## src/rtl/decode_stage_pkg.sv

```systemverilog
// Shared decode constants: opcode encodings and ALU operation codes.
package decode_stage_pkg;

    localparam logic [6:0] OPC_NOP = 7'h00;
    localparam logic [6:0] OPC_MOV = 7'h01;
    localparam logic [6:0] OPC_LDI = 7'h04;
    localparam logic [6:0] OPC_ADD = 7'h07;
    localparam logic [6:0] OPC_ADI = 7'h08;
    localparam logic [6:0] OPC_ADC = 7'h09;
    localparam logic [6:0] OPC_SUB = 7'h0a;
    localparam logic [6:0] OPC_SUC = 7'h0b;
    localparam logic [6:0] OPC_CMP = 7'h0c;
    localparam logic [6:0] OPC_CMI = 7'h0d;
    localparam logic [6:0] OPC_JMP = 7'h0e;

    localparam int unsigned ALU_MODE_W = 2;

    typedef enum logic [ALU_MODE_W-1:0] {
        ALU_L_PASS = 2'd0,
        ALU_R_PASS = 2'd1,
        ALU_ADD    = 2'd2,
        ALU_SUB    = 2'd3
    } alu_mode_e;

endpackage

```

## src/rtl/decode_stage_decode_logic.sv

```systemverilog
// Combinational instruction-word decoder; also reports which operand selects are read.
// DECODE_ILLEGAL_EN adds illegal_o for undefined opcodes.
module decode_logic
    import decode_stage_pkg::*;
#(
    parameter int unsigned REGNO     = 8,
    parameter int unsigned REGNO_LOG = 3
) (
    input  logic [15:0]           instr_i,
    output logic                  pc_inc_o,
    output logic                  pc_ie_o,
    output logic                  r_bus_imm_o,
    output logic                  carry_en_o,
    output logic                  flags_ie_o,
    output logic [ALU_MODE_W-1:0] alu_mode_o,
    output logic [REGNO_LOG-1:0]  l_sel_o,
    output logic [REGNO_LOG-1:0]  r_sel_o,
    output logic [REGNO-1:0]      rf_ie_o,
`ifdef DECODE_ILLEGAL_EN
    output logic                  illegal_o,
`endif
    output logic                  reads_l_o,
    output logic                  reads_r_o
);

    logic [REGNO_LOG-1:0] dst;
    logic [REGNO_LOG-1:0] st;
    logic [REGNO_LOG-1:0] nd;
    logic                 wr;
    alu_mode_e            mode;

    // 3-bit instruction fields are truncated or zero-extended to REGNO_LOG
    always_comb begin
        dst = '0;
        st  = '0;
        nd  = '0;
        for (int unsigned i = 0; i < REGNO_LOG && i < 3; i++) begin
            dst[i] = instr_i[7+i];
            st[i]  = instr_i[10+i];
            nd[i]  = instr_i[13+i];
        end
    end

    always_comb begin
        pc_inc_o    = 1'b1;
        pc_ie_o     = 1'b0;
        r_bus_imm_o = 1'b0;
        carry_en_o  = 1'b0;
        flags_ie_o  = 1'b0;
        mode        = ALU_L_PASS;
        reads_l_o   = 1'b0;
        reads_r_o   = 1'b0;
        wr          = 1'b0;
`ifdef DECODE_ILLEGAL_EN
        illegal_o   = 1'b0;
`endif
        case (instr_i[6:0])
            OPC_NOP: ;
            OPC_MOV: begin
                mode      = ALU_L_PASS;
                reads_l_o = 1'b1;
                wr        = 1'b1;
            end
            OPC_LDI: begin
                mode        = ALU_R_PASS;
                r_bus_imm_o = 1'b1;
                wr          = 1'b1;
            end
            OPC_ADD, OPC_ADC: begin
                mode       = ALU_ADD;
                reads_l_o  = 1'b1;
                reads_r_o  = 1'b1;
                wr         = 1'b1;
                flags_ie_o = 1'b1;
                carry_en_o = (instr_i[6:0] == OPC_ADC);
            end
            OPC_ADI: begin
                mode        = ALU_ADD;
                reads_l_o   = 1'b1;
                r_bus_imm_o = 1'b1;
                wr          = 1'b1;
                flags_ie_o  = 1'b1;
            end
            OPC_SUB, OPC_SUC: begin
                mode       = ALU_SUB;
                reads_l_o  = 1'b1;
                reads_r_o  = 1'b1;
                wr         = 1'b1;
                flags_ie_o = 1'b1;
                carry_en_o = (instr_i[6:0] == OPC_SUC);
            end
            OPC_CMP: begin
                mode       = ALU_SUB;
                reads_l_o  = 1'b1;
                reads_r_o  = 1'b1;
                flags_ie_o = 1'b1;
            end
            OPC_CMI: begin
                mode        = ALU_SUB;
                reads_l_o   = 1'b1;
                r_bus_imm_o = 1'b1;
                flags_ie_o  = 1'b1;
            end
            OPC_JMP: begin
                pc_inc_o    = 1'b0;
                pc_ie_o     = 1'b1;
                mode        = ALU_R_PASS;
                r_bus_imm_o = 1'b1;
            end
            default: begin
`ifdef DECODE_ILLEGAL_EN
                illegal_o = 1'b1;
`endif
            end
        endcase
    end

    assign alu_mode_o = mode;
    assign l_sel_o    = reads_l_o ? st : '0;
    assign r_sel_o    = reads_r_o ? nd : '0;
    assign rf_ie_o    = wr ? (REGNO'(1) << dst) : '0;

endmodule

```

## src/rtl/decode_stage.sv

```systemverilog
// Decode stage: skid entry + registered output bundle, RAW scoreboard, flush.
// Optional DECODE_ILLEGAL_EN adds the o_illegal output.
module decode_stage
    import decode_stage_pkg::*;
#(
    parameter int unsigned REGNO     = 8,
    parameter int unsigned REGNO_LOG = 3,
    parameter int unsigned IMM_W     = 16
) (
    input  logic                  i_clk,
    input  logic                  i_rst_n,
    input  logic [15:0]           i_instr_l,
    input  logic [IMM_W-1:0]      i_imm_pass,
    input  logic                  i_submit,
    output logic                  o_ready,
    output logic                  o_submit,
    input  logic                  i_next_ready,
    input  logic                  i_flush,
    input  logic                  i_wb_valid,
    input  logic [REGNO_LOG-1:0]  i_wb_reg,
    output logic [IMM_W-1:0]      o_imm_pass,
    output logic                  oc_pc_inc,
    output logic                  oc_pc_ie,
    output logic                  oc_r_bus_imm,
    output logic                  oc_alu_carry_en,
    output logic                  oc_alu_flags_ie,
    output logic [ALU_MODE_W-1:0] oc_alu_mode,
    output logic [REGNO_LOG-1:0]  oc_l_reg_sel,
    output logic [REGNO_LOG-1:0]  oc_r_reg_sel,
    output logic [REGNO-1:0]      oc_rf_ie
`ifdef DECODE_ILLEGAL_EN
    ,
    output logic                  o_illegal
`endif
);

    logic                  skid_valid_q, skid_valid_d;
    logic [15:0]           skid_instr_q;
    logic [IMM_W-1:0]      skid_imm_q;
    logic                  out_valid_q, out_valid_d;
    logic [REGNO-1:0]      pending_q, pending_d;

    logic                  pc_inc_q, pc_ie_q, r_bus_imm_q, carry_en_q, flags_ie_q;
    logic [ALU_MODE_W-1:0] alu_mode_q;
    logic [REGNO_LOG-1:0]  l_sel_q, r_sel_q;
    logic [REGNO-1:0]      rf_ie_q;
    logic [IMM_W-1:0]      imm_q;

    logic                  in_accept, out_accept, head_valid, head_move, hazard;
    logic [15:0]           head_instr;
    logic [IMM_W-1:0]      head_imm;
    logic [REGNO-1:0]      blocked, wb_mask;

    logic                  d_pc_inc, d_pc_ie, d_r_bus_imm, d_carry_en, d_flags_ie;
    logic [ALU_MODE_W-1:0] d_alu_mode;
    logic [REGNO_LOG-1:0]  d_l_sel, d_r_sel;
    logic [REGNO-1:0]      d_rf_ie;
    logic                  d_reads_l, d_reads_r;
`ifdef DECODE_ILLEGAL_EN
    logic                  d_illegal, illegal_q;
`endif

    decode_logic #(
        .REGNO     (REGNO),
        .REGNO_LOG (REGNO_LOG)
    ) u_decode (
        .instr_i     (head_instr),
        .pc_inc_o    (d_pc_inc),
        .pc_ie_o     (d_pc_ie),
        .r_bus_imm_o (d_r_bus_imm),
        .carry_en_o  (d_carry_en),
        .flags_ie_o  (d_flags_ie),
        .alu_mode_o  (d_alu_mode),
        .l_sel_o     (d_l_sel),
        .r_sel_o     (d_r_sel),
        .rf_ie_o     (d_rf_ie),
`ifdef DECODE_ILLEGAL_EN
        .illegal_o   (d_illegal),
`endif
        .reads_l_o   (d_reads_l),
        .reads_r_o   (d_reads_r)
    );

    always_comb begin
        in_accept  = i_submit & ~skid_valid_q & ~i_flush;
        out_accept = out_valid_q & i_next_ready;
        head_valid = skid_valid_q | in_accept;
        head_instr = skid_valid_q ? skid_instr_q : i_instr_l;
        head_imm   = skid_valid_q ? skid_imm_q : i_imm_pass;

        // Registered pending bits only; a bundle leaving this cycle is not yet pending
        blocked = pending_q | ((out_valid_q & ~i_next_ready) ? rf_ie_q : '0);
        hazard  = (d_reads_l & blocked[d_l_sel]) | (d_reads_r & blocked[d_r_sel])
                | (|(d_rf_ie & blocked));

        head_move    = head_valid & ~i_flush & (~out_valid_q | i_next_ready) & ~hazard;
        skid_valid_d = ~i_flush & head_valid & ~head_move;
        out_valid_d  = ~i_flush & (head_move | (out_valid_q & ~i_next_ready));

        wb_mask   = i_wb_valid ? (REGNO'(1) << i_wb_reg) : '0;
        pending_d = (pending_q & ~wb_mask) | (out_accept ? rf_ie_q : '0);
    end

    always_ff @(posedge i_clk or negedge i_rst_n) begin
        if (!i_rst_n) begin
            skid_valid_q <= 1'b0;
            skid_instr_q <= '0;
            skid_imm_q   <= '0;
            out_valid_q  <= 1'b0;
            pending_q    <= '0;
            pc_inc_q     <= 1'b1;
            pc_ie_q      <= 1'b0;
            r_bus_imm_q  <= 1'b0;
            carry_en_q   <= 1'b0;
            flags_ie_q   <= 1'b0;
            alu_mode_q   <= '0;
            l_sel_q      <= '0;
            r_sel_q      <= '0;
            rf_ie_q      <= '0;
            imm_q        <= '0;
`ifdef DECODE_ILLEGAL_EN
            illegal_q    <= 1'b0;
`endif
        end else begin
            skid_valid_q <= skid_valid_d;
            out_valid_q  <= out_valid_d;
            pending_q    <= pending_d;
            if (in_accept && !head_move) begin
                skid_instr_q <= i_instr_l;
                skid_imm_q   <= i_imm_pass;
            end
            if (head_move) begin
                pc_inc_q    <= d_pc_inc;
                pc_ie_q     <= d_pc_ie;
                r_bus_imm_q <= d_r_bus_imm;
                carry_en_q  <= d_carry_en;
                flags_ie_q  <= d_flags_ie;
                alu_mode_q  <= d_alu_mode;
                l_sel_q     <= d_l_sel;
                r_sel_q     <= d_r_sel;
                rf_ie_q     <= d_rf_ie;
                imm_q       <= head_imm;
`ifdef DECODE_ILLEGAL_EN
                illegal_q   <= d_illegal;
`endif
            end
        end
    end

    assign o_ready         = ~skid_valid_q;
    assign o_submit        = out_valid_q;
    assign o_imm_pass      = imm_q;
    assign oc_pc_inc       = pc_inc_q;
    assign oc_pc_ie        = pc_ie_q;
    assign oc_r_bus_imm    = r_bus_imm_q;
    assign oc_alu_carry_en = carry_en_q;
    assign oc_alu_flags_ie = flags_ie_q;
    assign oc_alu_mode     = alu_mode_q;
    assign oc_l_reg_sel    = l_sel_q;
    assign oc_r_reg_sel    = r_sel_q;
    assign oc_rf_ie        = rf_ie_q;
`ifdef DECODE_ILLEGAL_EN
    assign o_illegal       = illegal_q;
`endif

endmodule

```

## config.mk

```make
export PLATFORM = sky130hd
export DESIGN_NAME = decode_stage
export DESIGN_NICKNAME = d
export VERILOG_FILES = /design/src/rtl/decode_stage_pkg.sv /design/src/rtl/decode_stage_decode_logic.sv /design/src/rtl/decode_stage.sv
export SDC_FILE = /design/constraint.sdc
export NUM_CORES = 1
export LEC_CHECK = 0
export ABC_CLOCK_PERIOD_IN_PS = 3800
export CORE_ASPECT_RATIO = 1.2
export CORE_UTILIZATION = 40
export CTS_CLUSTER_DIAMETER = 60
export DETAILED_ROUTE_END_ITERATION = 12
export GPL_ROUTABILITY_DRIVEN = 0
export PLACE_DENSITY = 0.66
export SLEW_MARGIN = 20
export SYNTH_ARGS = -nofsm -noshare
export SYNTH_HDL_FRONTEND = slang
export SYNTH_HIERARCHICAL = 1
export SYNTH_SLANG_ARGS = --single-unit
```

## constraint.sdc

```tcl
create_clock -name i_clk -period 3.8 [get_ports i_clk]
set_input_delay 0.76 -clock i_clk [delete_from_list [all_inputs] [get_ports i_clk]]
set_output_delay 0.76 -clock i_clk [all_outputs]
set_load 0.03 [all_outputs]
```

; Yosys cells after proc, flatten, opt, wreduce, memory -nomap -nowiden
; Cells that the tools add are included.
; W data, S select, Z words.
[classes]
reduce_logical = 13
n_mux = 21
eq_ne = 10
magnitude_cmp = 2
bitwise = 27
shifts = 2
[ops]
columns = operator, n
row1 = $eq A7 B4 Y1 const B, 7
row2 = $mux W16, 2
row3 = $mux W8, 4
row4 = $and A8 B8 Y8, 2
row5 = $or A8 B8 Y8, 2
row6 = $reduce_or A8 Y1, 2
row7 = $shl A1 B3 Y8 const A, 2
row8 = $eq A7 B3 Y1 const B, 2
row9 = $reduce_or A7 Y1, 2
row10 = $and A1 B1 Y1, 11
row11 = $mux W1, 9
row12 = $lt A3 B4 Y1 const B, 2
row13 = $not A8 Y8, 1
row14 = $reduce_or A4 Y1, 2
row15 = $eq A7 B1 Y1 const B, 1
row16 = $bmux W1 S3, 2
row17 = $mux W3, 2
row18 = $not A1 Y1, 6
row19 = $pmux W2 S3, 1
row20 = $reduce_or A2 Y1, 3
row21 = $or A1 B1 Y1, 5
row22 = $reduce_or A5 Y1, 1
row23 = $reduce_or A3 Y1, 1
row24 = $pmux W1 S2, 1
row25 = other kinds (2), 2
[word_totals]
register_bits = 79
wordCells = 90
out_inout_bits = 39

; Depth between registers and ports, before layout
[depth]
ltp_word = 14
ltp_mapped = 16
depth_no_buf = 10

; By module
; Netlist, hierarchy kept.
[modules_own_cells]
columns = module, cells_per_inst, seq_area_each_um2, instances, area_per_inst_um2
row1 = decode_stage, 270, 1978.1, 1, 3866.2
row2 = decode_logic, 60, 0.0, 1, 377.9

; Worst setup path before layout
; No wires, ideal clock.
[synth_path]
path_kind = reg2reg
from = register skid_valid_q
to = register skid_imm_q[0]
setup_slack_ns = -0.067
stages_incl_launch_ff = 15
setup_ns = 0.125
t_required_ns = 3.675
t_arrival_ns = 3.742
period_less_slack_ns = 3.867
path_cell_list = dfrtp_1 > buf_2 > buf_1 > clkbuf_1 > mux2_2 > nor3_4 > nand2_1 > a21oi_1 > nor2_1 > a32o_1 > and3_1 > o31ai_1 > o211ai_2 > buf_6 > mux2_4
[synth_via]
elab_chain_len = 14
elab_cells_between_ends = 40
cone_classes = eq/ne (9) / shift (1) / mux (11) / bitwise (13) / reduce/logical (6)
[synth_lines]
columns = element, line_no
row1 = start: declaration, decode_stage.sv:37  ; logic skid_valid_q, skid_valid_d;
row2 = start signal: assignment, decode_stage.sv:125  ; skid_valid_q <= skid_valid_d;
row3 = $mux W16 (*), decode_stage.sv:88  ; head_instr = skid_valid_q ? skid_instr_q : i_instr_l;
row4 = via head_instr[6], decode_stage.sv:50  ; logic [15:0] head_instr;
row5 = $eq A7 B3 Y1 or $eq A7 B4 Y1 (tied branches), decode_stage_decode_logic.sv:57  ; case (instr_i[6:0])
row6 = $reduce_or A5 Y1 (no source line) (*), n/a
row7 = $mux W1 (*), decode_stage_decode_logic.sv:57
row8 = $mux W3 (*), decode_stage_decode_logic.sv:120  ; assign r_sel_o = reads_r_o ? nd : '0;
row9 = via d_r_sel[0], decode_stage.sv:56  ; logic [REGNO_LOG-1:0] d_l_sel, d_r_sel;
row10 = $bmux W1 S3 (*), decode_stage.sv:93  ; hazard = (d_reads_l & blocked[d_l_sel]) | (d_reads_r & blocked[d_r_sel])
row11 = $mux W1 (implied by the code) (*), decode_stage.sv:93
row12 = $and A1 B1 Y1 (*), decode_stage.sv:93
row13 = $or A1 B1 Y1 (*), decode_stage.sv:93
row14 = $or A1 B1 Y1 (*), decode_stage.sv:94  ; | (|(d_rf_ie & blocked));
row15 = $not A1 Y1 (*), decode_stage.sv:96  ; head_move = head_valid & ~i_flush & (~out_valid_q | i_next_ready) & ~hazard;
row16 = $and A1 B1 Y1 (*), decode_stage.sv:96
row17 = $logic_not A1 Y1 (*), decode_stage.sv:128  ; if (in_accept && !head_move) begin
row18 = $logic_and A1 B1 Y1 (*), decode_stage.sv:128
row19 = end signal: assignment, decode_stage.sv:130  ; skid_imm_q <= i_imm_pass;
row20 = end: declaration, decode_stage.sv:39  ; logic [IMM_W-1:0] skid_imm_q;
; Mark *: on every way through the listed nets, which the timed path passes. The rest lies on a longest branch. The select of a mux whose other input is x is not followed.
; A chain may end at the register's enable or synchronous reset.

; Worst setup path after layout
[layout_path]
from = register skid_valid_q
to = register r_sel_q[2], in the netlist oc_r_reg_sel[2]
[layout_via]
elab_cells_between_ends = 38
cone_classes = eq/ne (9) / shift (1) / mux (11) / bitwise (13) / reduce/logical (4)
[layout_rtl]
columns = element, line_no
row1 = $mux W16 (*), decode_stage.sv:88
row2 = via head_instr[2], decode_stage.sv:50
row3 = "$eq A7 B1 Y1, or another cell as far along", decode_stage_decode_logic.sv:57
row4 = $reduce_or A7 Y1 (no source line) (*), n/a
row5 = $mux W1 (*), decode_stage_decode_logic.sv:57
row6 = $mux W8 (*), decode_stage_decode_logic.sv:121  ; assign rf_ie_o = wr ? (REGNO'(1) << dst) : '0;
row7 = via d_rf_ie[3], decode_stage.sv:57  ; logic [REGNO-1:0] d_rf_ie;
row8 = $and A8 B8 Y8 (*), decode_stage.sv:94
row9 = $reduce_or A8 Y1 (*), decode_stage.sv:94
row10 = $or A1 B1 Y1 (*), decode_stage.sv:94
row11 = $not A1 Y1 (*), decode_stage.sv:96
row12 = $and A1 B1 Y1 (*), decode_stage.sv:96
row13 = end signal: assignment, decode_stage.sv:140  ; r_sel_q <= d_r_sel;
row14 = end: declaration, decode_stage.sv:45  ; logic [REGNO_LOG-1:0] l_sel_q, r_sel_q;
; Marked as above.

==> results.txt <==
----------------------------------------------------
[Timing]
  Relative max-transition margin ... 0.396
  Hold Fails Final Rpt ... 0
  Skew final ... 6.86 ps
  Post-route fraction of the period consumed by the critical path ... 0.985
  Max Slew Vio Count ... 0
  Final number of setup-violating endpoints ... 0
  Setup repair after global routing missed its margin ... true
  Time the final worst path needs with I/O delays and setup ... 3740 ps
  Fmax ... 0.267 GHz
  Final-layout setup total negative slack ... 0 ps
  Slew at the pin closest to its max-slew limit ... 897 ps
  Final critical-path setup slack ... 55.6 ps

[Logic synthesis]
  Post-synthesis async set-or-reset flop share ... 1.00
  Most used flip-flop cell after synthesis ... sky130_fd_sc_hd__dfrtp_1
  Avg Inst Size Synth ... 12.9 sq um
  Number of enable-type register cells in the synthesized netlist ... 0
  Synthesized instance count ... 330
  Post-synthesis cell type count ... 53
  Number of warning messages in the yosys log ... 6
  Post-synthesis cell area ... 4240 sq um
  #FFs+latches synth ... 79
  Sequential share of the synthesized area ... 0.466
  Syn nets ... 371

[Min path]
  Hold WC Path Type ... input pin to asynchronous set/reset pin

[Status]
  Outcome ... completed

[Drt]
  Vias post-DR ... 3,173
  Number of DRC violations after detailed-routing iteration 0 ... 87
  Count of nets left with antenna violations after detail routing ... 0
  Detailed Route WL ... 10,600 um
  Via-to-Cell Ratio ... 5.34
  Avg WL per Cell ... 17.8 um
  Total DRC errors in the routed layout ... 0
  DR pass1 iterations ... 4

[Cells and area]
  Proportion of layout cells with a drive suffix above 1 ... 0.434
  Leading cell type in the layout, fill and taps excluded ... sky130_fd_sc_hd__dfrtp_1
  Area growth from synthesis to layout ... 47.7%
  Final standard cell count with taps included and fillers excluded ... 594
  Diode insertion count for antenna repair ... 0
  Post-layout util ... 0.617
  Number of nets in the final layout ... 505
  Most frequent cells in the layout ... 77 x sky130_fd_sc_hd__dfrtp_1, 74 x sky130_fd_sc_hd__clkdlybuf4s50_1, 56 x sky130_fd_sc_hd__mux2_4, 45 x sky130_fd_sc_hd__mux2_2, 42 x sky130_fd_sc_hd__buf_4

[Clock tree]
  CTS Hold Bufs ... 0
  CTS sink count ... 79
  Number of buffers added by the clock tree synthesis step ... 9
  CTS H-tree depth ... 3
  Clock tree root driver cell ... sky130_fd_sc_hd__clkbuf_16
  Clk_lat worst skew ... 340 ps
  Clock edge transition at the registers on the reported setup and hold paths ... 60 ps
  Maximum root-to-sink buffer count ... 2
  Clock tree from TritonCTS ... yes

[Critical path]
  Kind of start point of the critical path ... register
  Startpoint of the lowest-slack register-to-register path ... skid_valid_q
  Number of cells traversed by the worst register-to-register path ... 15
  Worst R2R End ... oc_r_reg_sel[2]
  Critical path class ... register to register
  Critical-path maximum fanout ... 6
  Worst Path Arrival ... 3970 ps
  First element of the critical path ... skid_valid_q
  Kind of end point of the critical path ... register
  Req. time, crit path ... 4030 ps
  Setup slack, reg-to-reg ... 60 ps

[Floorplanning]
  Std-Cell Rows ... 40
  DIE WIDTH ... 96.0 um
  Die Footprint ... 11,000 sq um
  Chip height ... 115 um
  Core area ... 10,200 sq um
  Effective utilization at floorplan ... 0.418
  Number of top-level pins ... 80

[Power]
  Power density over the cells ... 476 nW/um^2
  Total power after layout ... 2980 uW
  Largest vdd supply drop ... 0.273 mV
  Leakage ... 0.00276 uW

[Placement]
  Detailed placement HPWL ... 6750 um
  Post-Place Cells ... 561
  Number of buffer cells added on primary ports ... 79
  Post-placement setup slack ... -579 ps

[Global routing]
  First-pass GRT wire length ... 16,000 um
  Maximum number of pins on one net before global-route repair ... 80
  Initial antenna violation count ... 0
  Vias in the first global route ... 3,209
  Global-route total usage across every layer ... 0.193
  Total global routing overflow ... 0

[Job]
  Maxcap violations ... 0

----------------------------------------------------
final cells by class:
| cell class | instances | area, sq um |
|---|---|---|
| tap | 126 | 158 |
| inverter | 12 | 45.0 |
| clock inverter | 5 | 129 |
| timing repair buffer | 141 | 1460 |
| sequential | 79 | 1980 |
| fill | 765 | 3890 |
| multi-input combinational | 221 | 2260 |
| clock buffer | 10 | 239 |
how the worst max path moves through the flow:
stage,to,slack [ps],cells after the start
after floorplan,skid_imm_q[0],110,13
after global placement,skid_instr_q[15],-540,13
after detailed placement,skid_imm_q[7],-580,14
after CTS,skid_imm_q[15],20,15
after global routing,o_imm_pass[1],-50,15
final,oc_r_reg_sel[2],60,15
cells in the mapped netlist (2+ instances only):
cell                       number  area, sq um
sky130_fd_sc_hd__dfrtp_1       78         1950
sky130_fd_sc_hd__mux2_2        63          709
sky130_fd_sc_hd__mux2_4        38          571
sky130_fd_sc_hd__nor2_1        16         60.1
sky130_fd_sc_hd__inv_1         12         45.0
sky130_fd_sc_hd__nand2_1       11         41.3
sky130_fd_sc_hd__a21oi_1       10         50.1
sky130_fd_sc_hd__a22o_1         8         70.1
sky130_fd_sc_hd__nand3b_1       8         60.1
sky130_fd_sc_hd__nand3_1        7         35.0
sky130_fd_sc_hd__buf_2          5         25.0
sky130_fd_sc_hd__buf_6          5         56.3
sky130_fd_sc_hd__clkbuf_1       5         18.8
sky130_fd_sc_hd__nor2b_1        5         31.3
sky130_fd_sc_hd__a32oi_1        4         35.0
sky130_fd_sc_hd__nor3_1         4         20.0
sky130_fd_sc_hd__nand4_1        3         18.8
sky130_fd_sc_hd__o21ai_0        3         15.0
sky130_fd_sc_hd__a22oi_1        2         15.0
sky130_fd_sc_hd__a31oi_1        2         12.5
sky130_fd_sc_hd__a32o_1         2         20.0
sky130_fd_sc_hd__and2b_1        2         15.0
sky130_fd_sc_hd__and3_1         2         12.5
sky130_fd_sc_hd__buf_4          2         15.0
sky130_fd_sc_hd__nor4_1         2         12.5
sky130_fd_sc_hd__nor4b_1        2         17.5
sky130_fd_sc_hd__o21bai_1       2         15.0
sky130_fd_sc_hd__o31ai_1        2         15.0
metal layers:
metal / vias to the layer above / part of all wire / GRT usage
met3: 18 / 0.048 / 0.0463
li1: 1491 / - / -
met5: - / 0 / 0
met1: 1579 / 0.45 / 0.232
met4: 0 / 0.022 / 0.0826
met2: 85 / 0.48 / 0.324
cells by family (layout without fill, tap and decap cells):
kind of cell,Yosys count,in the layout,synth area share
multiplexers,101,101,0.302
AO/OA/AOI/OAI,45,45,0.0876
buffers and inverters,30,168,0.0386
AND/OR/NAND/NOR,75,75,0.106
flip-flops,79,79,0.466
sequential cells by signal, summed over array words and instances, names as in the netlist, 2 cells and up:
register and count:
oc_rf_ie 8, oc_alu_mode 2, pending_q 8, skid_imm_q 16, oc_l_reg_sel 3, oc_r_reg_sel 3, skid_instr_q 16, o_imm_pass 16
repair_timing:
| item | CTS | global route |
|---|---|---|
| buffers inserted | 8 | 5 |
| cloned | 2 | 4 |
| setup endpoints to repair | 70 | 70 |
| pin swaps | 6 | 8 |
| resized for setup | 24 | 33 |
where the power goes:
group	switching [uW]	internal [uW]	total, uW
clock network	344	725	1070
logic	366	482	848
registers	84.8	983	1070
total	794	2190	2980
stage by stage:
stage	hold slack (ps)	cell area, sq um
final	461	6270
after global routing	518	6270
after CTS	505	6010
after detailed placement	490	5450
after global placement	482	5450
after floorplan	464	4250
critical path, cell delays in order, from the launching register on:
cell and delay (ps):
sky130_fd_sc_hd__dfrtp_2 470, sky130_fd_sc_hd__mux2_4 330, sky130_fd_sc_hd__buf_6 120, sky130_fd_sc_hd__and4b_4 200, sky130_fd_sc_hd__o41ai_4 440, sky130_fd_sc_hd__buf_4 220, sky130_fd_sc_hd__nor4b_4 50, sky130_fd_sc_hd__a222oi_1 260
sky130_fd_sc_hd__nand3_1 200, sky130_fd_sc_hd__a2111oi_4 280, sky130_fd_sc_hd__o31ai_4 140, sky130_fd_sc_hd__buf_4 160, sky130_fd_sc_hd__nor2_4 120, sky130_fd_sc_hd__buf_6 160, sky130_fd_sc_hd__clkbuf_16 150, sky130_fd_sc_hd__mux2_2 320
(Power assumes the default switching activity.)
